### src/rtl/nw_pkg.sv
// Shared types for the NW traceback emitter: move codes, emitter states, coordinate word.
// Pure declarations; no timing or flow control of its own.
package nw_pkg;

  localparam int NW_CORD_W = 8;

  // Same encoding as the grid direction codes.
  typedef enum logic [1:0] {
    MV_TOP    = 2'b00,
    MV_LEFT   = 2'b01,
    MV_CORNER = 2'b10
  } move_t;

  typedef enum logic [2:0] {
    IDLE,
    RUN,
    FLUSH,
    LAST,
    DONE,
    ERR
  } emit_state_t;

  typedef struct packed {
    logic [NW_CORD_W-1:0] x;
    logic [NW_CORD_W-1:0] y;
  } coord_t;

  function automatic logic unit_step(input logic [NW_CORD_W-1:0] d);
    return (d[NW_CORD_W-1:1] == '0);
  endfunction

endpackage

### src/rtl/nw_step_decode.sv
// Classifies one traceback step p -> c into a move and checks that it is a legal unit step.
// Combinational, zero latency; no flow control.
module nw_step_decode
  import nw_pkg::*;
#(
  parameter int LENGTH = 10
) (
  input  logic [2*NW_CORD_W-1:0] p,
  input  logic [2*NW_CORD_W-1:0] c,
  output logic [1:0]             move,
  output logic                   legal
);

  localparam logic [NW_CORD_W-1:0] LIM = NW_CORD_W'(LENGTH);

  coord_t               pc;
  coord_t               cc;
  logic [NW_CORD_W-1:0] dx;
  logic [NW_CORD_W-1:0] dy;

  assign pc = p;
  assign cc = c;
  // Wrapping subtraction: a backwards step shows up as a large delta and fails unit_step.
  assign dx = pc.x - cc.x;
  assign dy = pc.y - cc.y;

  always_comb begin
    move = MV_CORNER;
    if (dx[0] && !dy[0]) begin
      move = MV_LEFT;
    end else if (!dx[0] && dy[0]) begin
      move = MV_TOP;
    end
    legal = unit_step(dx) && unit_step(dy) && (dx[0] || dy[0]) &&
            (cc.x < LIM) && (cc.y < LIM);
  end

endmodule

### src/rtl/nw_align_emitter.sv
// Turns the NW traceback coordinate stream into aligned character pairs (end to start) plus counters; NW_SCORE_CHECK_EN adds aln_score.
// One-entry output register: a pair appears the cycle after its coordinate is accepted.
// in_ready follows the output slot (free or being drained), so out_ready stalls the input directly.
module nw_align_emitter
  import nw_pkg::*;
#(
  parameter int LENGTH      = 10,
  parameter int CWIDTH      = 2,
  parameter int CORD_LENGTH = NW_CORD_W,
  parameter int CNT_W       = CORD_LENGTH + 1
`ifdef NW_SCORE_CHECK_EN
  ,
  parameter int MATCH       = 1,
  parameter int MISMATCH    = -1,
  parameter int INDEL       = -1,
  parameter int SWIDTH      = 16
`endif
) (
  input  logic                     clk,
  input  logic                     reset,
  input  logic                     start,
  input  logic [LENGTH*CWIDTH-1:0] s1,
  input  logic [LENGTH*CWIDTH-1:0] s2,
  input  logic [2*CORD_LENGTH-1:0] in_data,
  input  logic                     in_valid,
  output logic                     in_ready,
  output logic [CWIDTH-1:0]        out_c1,
  output logic [CWIDTH-1:0]        out_c2,
  output logic                     out_gap1,
  output logic                     out_gap2,
  output logic                     out_last,
  output logic                     out_valid,
  input  logic                     out_ready,
  output logic [CNT_W-1:0]         n_match,
  output logic [CNT_W-1:0]         n_mismatch,
  output logic [CNT_W-1:0]         n_gap,
  output logic [CNT_W-1:0]         aln_len,
  output logic                     done,
  output logic                     error
`ifdef NW_SCORE_CHECK_EN
  ,
  output logic signed [SWIDTH-1:0] aln_score
`endif
);

  localparam int                   IDX_W   = (LENGTH > 1) ? $clog2(LENGTH) : 1;
  localparam logic [NW_CORD_W-1:0] TOP_IDX = NW_CORD_W'(LENGTH - 1);

  emit_state_t       state;
  emit_state_t       state_n;
  coord_t            p;
  coord_t            c;
  logic [1:0]        mv;
  logic              legal;
  logic              slot_free;
  logic              load;
  logic              p_ld;
  logic              clr;
  logic [CWIDTH-1:0] ld_c1;
  logic [CWIDTH-1:0] ld_c2;
  logic              ld_g1;
  logic              ld_g2;
  logic              ld_last;
  logic [CWIDTH-1:0] s1_ch [LENGTH];
  logic [CWIDTH-1:0] s2_ch [LENGTH];

  // Character 0 sits in the most significant slot of each string.
  for (genvar i = 0; i < LENGTH; i++) begin : g_ch
    assign s1_ch[i] = s1[((LENGTH-1)-i)*CWIDTH +: CWIDTH];
    assign s2_ch[i] = s2[((LENGTH-1)-i)*CWIDTH +: CWIDTH];
  end

  assign c         = in_data;
  assign slot_free = !out_valid || out_ready;
  assign done      = (state == DONE);
  assign error     = (state == ERR);

  nw_step_decode #(
    .LENGTH(LENGTH)
  ) u_dec (
    .p    (p),
    .c    (c),
    .move (mv),
    .legal(legal)
  );

  always_ff @(posedge clk) begin
    if (!reset) begin
      state <= IDLE;
    end else begin
      state <= state_n;
    end
  end

  always_comb begin
    state_n  = state;
    in_ready = 1'b0;
    load     = 1'b0;
    p_ld     = 1'b0;
    clr      = 1'b0;
    ld_c1    = '0;
    ld_c2    = '0;
    ld_g1    = 1'b0;
    ld_g2    = 1'b0;
    ld_last  = 1'b0;
    case (state)
      IDLE: begin
        in_ready = 1'b1;
        if (in_valid) begin
          if (c.x != TOP_IDX || c.y != TOP_IDX) begin
            state_n = ERR;
          end else begin
            p_ld    = 1'b1;
            state_n = (LENGTH == 1) ? FLUSH : RUN;
          end
        end
      end
      RUN: begin
        in_ready = slot_free;
        if (in_valid && slot_free) begin
          if (!legal) begin
            state_n = ERR;
          end else begin
            load  = 1'b1;
            p_ld  = 1'b1;
            ld_c1 = (mv != MV_LEFT) ? s1_ch[p.y[IDX_W-1:0]] : '0;
            ld_c2 = (mv != MV_TOP)  ? s2_ch[p.x[IDX_W-1:0]] : '0;
            ld_g1 = (mv == MV_LEFT);
            ld_g2 = (mv == MV_TOP);
            if (c.x == '0 && c.y == '0) begin
              state_n = FLUSH;
            end
          end
        end
      end
      // Cell (0,0) has no successor coordinate; its diagonal pair is generated here.
      FLUSH: begin
        if (slot_free) begin
          load    = 1'b1;
          ld_c1   = s1_ch[0];
          ld_c2   = s2_ch[0];
          ld_last = 1'b1;
          state_n = LAST;
        end
      end
      LAST: begin
        if (out_valid && out_ready) begin
          state_n = DONE;
        end
      end
      DONE: begin
        if (start) begin
          clr     = 1'b1;
          state_n = IDLE;
        end
      end
      ERR: begin
        in_ready = 1'b1;
        if (start) begin
          clr     = 1'b1;
          state_n = IDLE;
        end
      end
      default: state_n = IDLE;
    endcase
  end

  always_ff @(posedge clk) begin
    if (!reset) begin
      p          <= '0;
      out_c1     <= '0;
      out_c2     <= '0;
      out_gap1   <= 1'b0;
      out_gap2   <= 1'b0;
      out_last   <= 1'b0;
      out_valid  <= 1'b0;
      n_match    <= '0;
      n_mismatch <= '0;
      n_gap      <= '0;
      aln_len    <= '0;
    end else begin
      if (p_ld) begin
        p <= c;
      end
      if (load) begin
        out_c1    <= ld_c1;
        out_c2    <= ld_c2;
        out_gap1  <= ld_g1;
        out_gap2  <= ld_g2;
        out_last  <= ld_last;
        out_valid <= 1'b1;
      end else if (out_ready) begin
        out_valid <= 1'b0;
      end
      // Counters track loads, so they lead the consumer by at most one pair.
      if (clr) begin
        n_match    <= '0;
        n_mismatch <= '0;
        n_gap      <= '0;
        aln_len    <= '0;
      end else if (load) begin
        aln_len <= aln_len + CNT_W'(1);
        if (ld_g1 || ld_g2) begin
          n_gap <= n_gap + CNT_W'(1);
        end else if (ld_c1 == ld_c2) begin
          n_match <= n_match + CNT_W'(1);
        end else begin
          n_mismatch <= n_mismatch + CNT_W'(1);
        end
      end
    end
  end

`ifdef NW_SCORE_CHECK_EN
  localparam logic signed [SWIDTH-1:0] W_MATCH    = SWIDTH'(MATCH);
  localparam logic signed [SWIDTH-1:0] W_MISMATCH = SWIDTH'(MISMATCH);
  localparam logic signed [SWIDTH-1:0] W_INDEL    = SWIDTH'(INDEL);

  always_ff @(posedge clk) begin
    if (!reset) begin
      aln_score <= '0;
    end else if (clr) begin
      aln_score <= '0;
    end else if (load) begin
      if (ld_g1 || ld_g2) begin
        aln_score <= aln_score + W_INDEL;
      end else if (ld_c1 == ld_c2) begin
        aln_score <= aln_score + W_MATCH;
      end else begin
        aln_score <= aln_score + W_MISMATCH;
      end
    end
  end
`endif

  a_hold: assert property (@(posedge clk) disable iff (!reset)
    (out_valid && !out_ready) |=> (out_valid &&
      $stable({out_c1, out_c2, out_gap1, out_gap2, out_last})));

  a_len: assert property (@(posedge clk)
    aln_len == CNT_W'(n_match + n_mismatch + n_gap));

endmodule

### config.mk
export PLATFORM = sky130hd
export DESIGN_NAME = nw_align_emitter
export DESIGN_NICKNAME = d
export VERILOG_FILES = /design/src/rtl/nw_pkg.sv /design/src/rtl/nw_step_decode.sv /design/src/rtl/nw_align_emitter.sv
export SDC_FILE = /design/constraint.sdc
export NUM_CORES = 1
export LEC_CHECK = 0
export CAP_MARGIN = 5
export CORE_AREA = 2 2 82 123
export CTS_CLUSTER_SIZE = 24
export DETAILED_ROUTE_END_ITERATION = 8
export DIE_AREA = 0 0 84 125
export PLACE_DENSITY = 0.76
export SLEW_MARGIN = 0
export SYNTH_ARGS = -nofsm -noshare
export SYNTH_HDL_FRONTEND = slang
export SYNTH_HIERARCHICAL = 1
export SYNTH_SLANG_ARGS = --single-unit
### constraint.sdc
create_clock -name clk -period 4.6 [get_ports clk]
set_input_delay 0.92 -clock clk [delete_from_list [all_inputs] [get_ports clk]]
set_output_delay 0.92 -clock clk [all_outputs]
set_load 0.03 [all_outputs]
==> report_table.html <==
<table>
<tr><th>Metric</th><th>Value</th></tr>
<tr><th colspan="2">Synth</th></tr>
<tr><td>Primary FF master, synth</td><td>sky130_fd_sc_hd__dfxtp_1</td></tr>
<tr><td>Cell count after synthesis</td><td>477</td></tr>
<tr><td>Number of enable-type register cells in the synthesized netlist</td><td>0</td></tr>
<tr><td>Avg Cell Area, Syn</td><td>8.614 um^2</td></tr>
<tr><td>Synth warnings</td><td>6</td></tr>
<tr><td>Proportion of netlist area held by the largest area contributor</td><td>0.3069</td></tr>
<tr><td>Register bit count reported by yosys</td><td>63</td></tr>
<tr><td>Netlist area before placement</td><td>4109 um^2</td></tr>
<tr><td>FFs w/ async S/R, synth</td><td>0</td></tr>
<tr><td>Library cells used by synthesis</td><td>63</td></tr>
<tr><td>Cell type with the highest aggregate area in the netlist</td><td>sky130_fd_sc_hd__dfxtp_1</td></tr>
<tr><td>Post-synth net total</td><td>560</td></tr>
<tr><td>Leading post-synthesis cells by cell area</td><td>sky130_fd_sc_hd__dfxtp_1, sky130_fd_sc_hd__mux2i_1, sky130_fd_sc_hd__ha_1, sky130_fd_sc_hd__xor2_1, sky130_fd_sc_hd__nor2b_1</td></tr>
<tr><td>Sequential share of the synthesized area</td><td>0.3069</td></tr>
<tr><th colspan="2">Pwr</th></tr>
<tr><td>Reported leakage power</td><td>2.409 nW</td></tr>
<tr><td>Maximum vdd ir drop</td><td>0.2668 mV</td></tr>
<tr><td>P per Cell Area</td><td>221.7 nW/um^2</td></tr>
<tr><th colspan="2">Setup path</th></tr>
<tr><td>WP data required</td><td>4.86 ns</td></tr>
<tr><td>Register-to-register setup slack</td><td>0.53 ns</td></tr>
<tr><td>Worst EP arrival</td><td>4.75 ns</td></tr>
<tr><td>Critical Path Source Type</td><td>input pin</td></tr>
<tr><td>Number of cells on the critical path</td><td>24</td></tr>
<tr><td>Worst path max stage delay</td><td>0.49 ns</td></tr>
<tr><td>Maximum fanout encountered on the critical timing path</td><td>4</td></tr>
<tr><td>Slowest cell on the critical path</td><td>sky130_fd_sc_hd__clkdlybuf4s50_1</td></tr>
<tr><td>Depth of the worst register-to-register path</td><td>24</td></tr>
<tr><td>End of the worst register-to-register path</td><td>out_c2[0]</td></tr>
<tr><td>List of cells traversed by the critical path</td><td>clkdlybuf4s50_1 -&gt; inv_1 -&gt; ha_4 -&gt; or2_1 -&gt; o22ai_2 -&gt; xor2_1 -&gt; o2111a_1 -&gt; o2111ai_1 -&gt; nor4b_2 -&gt; and4bb_4 -&gt; nand3_4 -&gt; o21bai_4 -&gt; o21ai_4 -&gt; buf_4 -&gt; buf_4 -&gt; buf_4 -&gt; buf_4 -&gt; buf_4 -&gt; buf_4 -&gt; buf_4 -&gt; buf_4 -&gt; buf_4 -&gt; a21oi_1 -&gt; nor2b_1</td></tr>
<tr><td>CP Class</td><td>input pin to flip-flop</td></tr>
<tr><td>Crit end category</td><td>flip-flop</td></tr>
<tr><td>Buffers plus inverters on the worst setup path</td><td>11</td></tr>
<tr><td>Cell mode on critical path</td><td>sky130_fd_sc_hd__buf_4</td></tr>
<tr><td>Reg-to-reg startpoint</td><td>p[8]</td></tr>
<tr><td>Delay-heaviest family, CP</td><td>buffers and inverters</td></tr>
<tr><th colspan="2">Cells and area</th></tr>
<tr><td>Area of combinational cells with multiple inputs</td><td>2879 um^2</td></tr>
<tr><td>Area taken by flip-flops and latches</td><td>1261 um^2</td></tr>
<tr><td>Non-Filler Instances</td><td>770</td></tr>
<tr><td>Design area</td><td>6331 um^2</td></tr>
<tr><td>Number of nets in the finished design</td><td>733</td></tr>
<tr><td>Antenna Cells</td><td>0</td></tr>
<tr><td>Synth-to-Final Area Change</td><td>54.08%</td></tr>
<tr><td>Layout cell share with drive strength beyond 1</td><td>0.2275</td></tr>
<tr><td>Fill cell instance count of the final layout</td><td>775</td></tr>
<tr><th colspan="2">Die</th></tr>
<tr><td>Core Box Area</td><td>9524 um^2</td></tr>
<tr><td>Starting utilization of the core area</td><td>0.4314</td></tr>
<tr><td>Height of the die</td><td>125 um</td></tr>
<tr><td>Total number of placement rows</td><td>44</td></tr>
<tr><td>Die W</td><td>84 um</td></tr>
<tr><td>Area of the die</td><td>10500 um^2</td></tr>
<tr><td>Top-Level Pins</td><td>108</td></tr>
<tr><th colspan="2">Routing</th></tr>
<tr><td>Total via count after detailed routing</td><td>4218</td></tr>
<tr><td>Total DRC errors in the routed layout</td><td>0</td></tr>
<tr><td>Wire length on met2</td><td>6814 um</td></tr>
<tr><td>Detail Route met3 WL</td><td>527 um</td></tr>
<tr><td>Drt wl/cell</td><td>16.16 um</td></tr>
<tr><td>Number of routed nets with antenna violations</td><td>0</td></tr>
<tr><td>M1 WL</td><td>4629 um</td></tr>
<tr><td>Highest metal layer with signal wires</td><td>met4</td></tr>
<tr><td>Total detailed-routing wirelength</td><td>12450 um</td></tr>
<tr><td>Iteration-0 DRC Markers</td><td>133</td></tr>
<tr><td>Number of iterations in the first detailed-routing pass</td><td>4</td></tr>
<tr><td>Via density</td><td>5.478</td></tr>
<tr><th colspan="2">Timing</th></tr>
<tr><td>Slew headroom</td><td>0.4142</td></tr>
<tr><td>Slew at the pin closest to its max-slew limit</td><td>0.8760 ns</td></tr>
<tr><td>Count of final setup violators</td><td>0</td></tr>
<tr><td>Final setup margin</td><td>0.1107 ns</td></tr>
<tr><td>Clock skew</td><td>0.007139 ns</td></tr>
<tr><td>Final hold slack</td><td>0.4834 ns</td></tr>
<tr><td>Clock period minus worst slack</td><td>4.489 ns</td></tr>
<tr><td>Fmax</td><td>0.2228 GHz</td></tr>
<tr><td>Max Transition Viols Final</td><td>0</td></tr>
<tr><td>Post-route fraction of the period consumed by the critical path</td><td>0.9759</td></tr>
<tr><td>Final hold viol count</td><td>0</td></tr>
<tr><th colspan="2">Min path</th></tr>
<tr><td>Class of the tightest hold or removal check</td><td>flip-flop to flip-flop</td></tr>
<tr><td>Terminating pin of the worst hold path</td><td>n_match[8]</td></tr>
<tr><td>Hold Path Stages</td><td>2</td></tr>
<tr><td>Critical hold path startpoint</td><td>n_match[8]</td></tr>
<tr><th colspan="2">Clocking</th></tr>
<tr><td>Number of H-tree levels</td><td>3</td></tr>
<tr><td>Hold_buf cts</td><td>0</td></tr>
<tr><td>Clock latency on the worst-skew pair</td><td>0.33 ns</td></tr>
<tr><td>Clock Path Buffers</td><td>2</td></tr>
<tr><td>Clock-pin slew on the worst setup and hold paths</td><td>0.06 ns</td></tr>
<tr><td>Number of sinks driven by the clock tree</td><td>63</td></tr>
<tr><td>Root Driver</td><td>sky130_fd_sc_hd__clkbuf_16</td></tr>
<tr><td>TritonCTS buffer count</td><td>9</td></tr>
<tr><td>Clock tree from TritonCTS</td><td>yes</td></tr>
<tr><th colspan="2">Place</th></tr>
<tr><td>Number of instances in the placed design</td><td>741</td></tr>
<tr><td>Routability-driven placement congestion ratio</td><td>0.8916</td></tr>
<tr><td>Minimum setup slack after placement</td><td>-0.5344 ns</td></tr>
<tr><td>DP Area</td><td>5674 um^2</td></tr>
<tr><td>Final HPWL from detailed placement</td><td>9237 um</td></tr>
<tr><td>Port-buffer cells</td><td>107</td></tr>
<tr><th colspan="2">Global routing</th></tr>
<tr><td>Vias in the first global route</td><td>4259</td></tr>
<tr><td>Global-route wire length before repair</td><td>19400 um</td></tr>
<tr><td>Global-route congestion overflow total</td><td>0</td></tr>
<tr><td>Maximum number of pins on one net before global-route repair</td><td>33</td></tr>
<tr><td>Global-route usage over all layers</td><td>0.2276</td></tr>
<tr><td>Number of antenna violations at the first check in global routing</td><td>0</td></tr>
<tr><th colspan="2">Run</th></tr>
<tr><td>Number of maximum-capacitance violations</td><td>0</td></tr>
<tr><th colspan="2">Outcome</th></tr>
<tr><td>Run status</td><td>complete, no violations</td></tr>
</table>
==> kinds of logic (layout without fill, tap and decap cells) <==
kind of cell             Yosys count  after routing  synth area share
AND/OR/NAND/NOR                  191            191            0.2640
AO/OA/AOI/OAI                     90             90            0.1428
flip-flops                        63             63            0.3069
buffers and inverters             46            224           0.05481
multiplexers                      33             33           0.09257
XOR/XNOR                          32             32           0.06821
adder cells (fa/ha/maj)           22             22           0.07065
==> how the worst max path moves through the flow <==
| stage | startpoint | end |
|---|---|---|
| final | in_data[2] | out_c2[0] |
| after global placement | in_data[0] | n_match[8] |
| after detailed placement | in_data[0] | n_match[8] |
| after global routing | in_data[2] | out_c2[0] |
| after CTS | in_data[0] | n_match[7] |
| after floorplan | in_data[8] | n_match[8] |
==> layer usage <==
metal | GRT usage | up-vias
met5 | 0 | -
met4 | 0.1148 | 0
met3 | 0.03564 | 44
met2 | 0.4329 | 138
met1 | 0.2362 | 1978
li1 | - | 2058
==> power breakdown <==
part	internal, mW	total (mW)	leakage, nW	switching (mW)
logic	0.110	0.199	1.77	0.0890
clock network	0.392	0.649	0.134	0.257
registers	0.549	0.555	0.508	0.00686
total	1.05	1.40	2.41	0.353
==> cells in the final DEF, fill, tap and decap left out, types with 6 or more instances in the layout <==
cell type	synthesis	layout
sky130_fd_sc_hd__clkdlybuf4s50_1	0	100
sky130_fd_sc_hd__buf_4	1	74
sky130_fd_sc_hd__dfxtp_1	63	63
sky130_fd_sc_hd__nor2_1	42	41
sky130_fd_sc_hd__nand2_1	30	30
sky130_fd_sc_hd__mux2i_1	29	29
sky130_fd_sc_hd__nor2b_1	26	25
sky130_fd_sc_hd__inv_1	26	24
sky130_fd_sc_hd__a21oi_1	25	22
sky130_fd_sc_hd__xor2_1	20	18
sky130_fd_sc_hd__o21ai_0	20	18
sky130_fd_sc_hd__xnor2_1	12	12
sky130_fd_sc_hd__and3_1	11	11
sky130_fd_sc_hd__ha_1	20	11
sky130_fd_sc_hd__nand3_1	10	10
sky130_fd_sc_hd__nand4_1	9	9
sky130_fd_sc_hd__or3_1	9	9
sky130_fd_sc_hd__clkbuf_16	0	9
sky130_fd_sc_hd__o22ai_1	9	8
sky130_fd_sc_hd__nand2b_1	9	7
sky130_fd_sc_hd__dlymetal6s2s_1	0	7
sky130_fd_sc_hd__nor3_2	3	6
sky130_fd_sc_hd__ha_4	0	6
==> flip-flops by register name, summed over array words and instances, names as in the netlist <==
register    cells
aln_len         9
n_gap           9
n_match         9
n_mismatch      9
out_c1          2
out_c2          2
out_gap1        1
out_gap2        1
out_last        1
out_valid       1
p              16
state           3
==> synthesized netlist by cell type, drive strengths merged (9+ instances only) <==
master  instances
dfxtp          63
nor2           43
nand2          30
mux2i          29
o21ai          28
inv            26
nor2b          26
a21oi          25
ha             20
xor2           20
xnor2          12
and3           11
nand3          11
buf            10
clkbuf         10
nand2b          9
nand4           9
nor3            9
o22ai           9
or3             9
==> worst reg2reg max path: stages, from the launching register on <==
cell	delay, ns
sky130_fd_sc_hd__dfxtp_1	0.33
sky130_fd_sc_hd__inv_1	0.06
sky130_fd_sc_hd__ha_2	0.20
sky130_fd_sc_hd__fa_2	0.40
sky130_fd_sc_hd__xnor2_1	0.15
sky130_fd_sc_hd__nor4b_2	0.25
sky130_fd_sc_hd__and3_1	0.16
sky130_fd_sc_hd__and3_1	0.14
sky130_fd_sc_hd__o2111ai_1	0.13
sky130_fd_sc_hd__nor4b_2	0.34
sky130_fd_sc_hd__and4bb_4	0.30
sky130_fd_sc_hd__nand3_4	0.09
sky130_fd_sc_hd__o21bai_4	0.22
sky130_fd_sc_hd__o21ai_4	0.19
sky130_fd_sc_hd__buf_4	0.13
sky130_fd_sc_hd__buf_4	0.09
sky130_fd_sc_hd__buf_4	0.09
sky130_fd_sc_hd__buf_4	0.09
sky130_fd_sc_hd__buf_4	0.10
sky130_fd_sc_hd__buf_4	0.10
sky130_fd_sc_hd__buf_4	0.11
sky130_fd_sc_hd__buf_4	0.11
sky130_fd_sc_hd__buf_4	0.09
sky130_fd_sc_hd__a21oi_1	0.03
sky130_fd_sc_hd__nor2b_1	0.10
==> layout make-up <==
| cell class | count | share of cell area |
|---|---|---|
| Clock buffer | 11 | 0.03992 |
| Multi-Input combinational cell | 368 | 0.4547 |
| Inverter | 26 | 0.01542 |
| Timing Repair Buffer | 182 | 0.2628 |
| Clock inverter | 5 | 0.005138 |
| Tap cell | 115 | 0.02273 |
| Sequential cell | 63 | 0.1992 |
==> metrics by stage <==
stage | total power, mW | TNS (ns) | utilization
global placement | 0.7470 | -7.128 | 0.5958
floorplan | 0.6474 | 0 | -
finish | 1.404 | 0 | 0.6647
global route | 1.448 | -0.3639 | 0.6647
CTS | 1.394 | 0 | 0.6378
detailed placement | 0.7503 | -9.712 | 0.5958
==> timing repair <==
item                                    4_1_cts  5_1_grt
endpoints found under the hold margin         0        0
gates resized for setup                      10       44
pin swaps                                     6       18
buffers inserted                              9        4
endpoints found under the setup margin       18       22
Power figures use the tool's default switching activity.
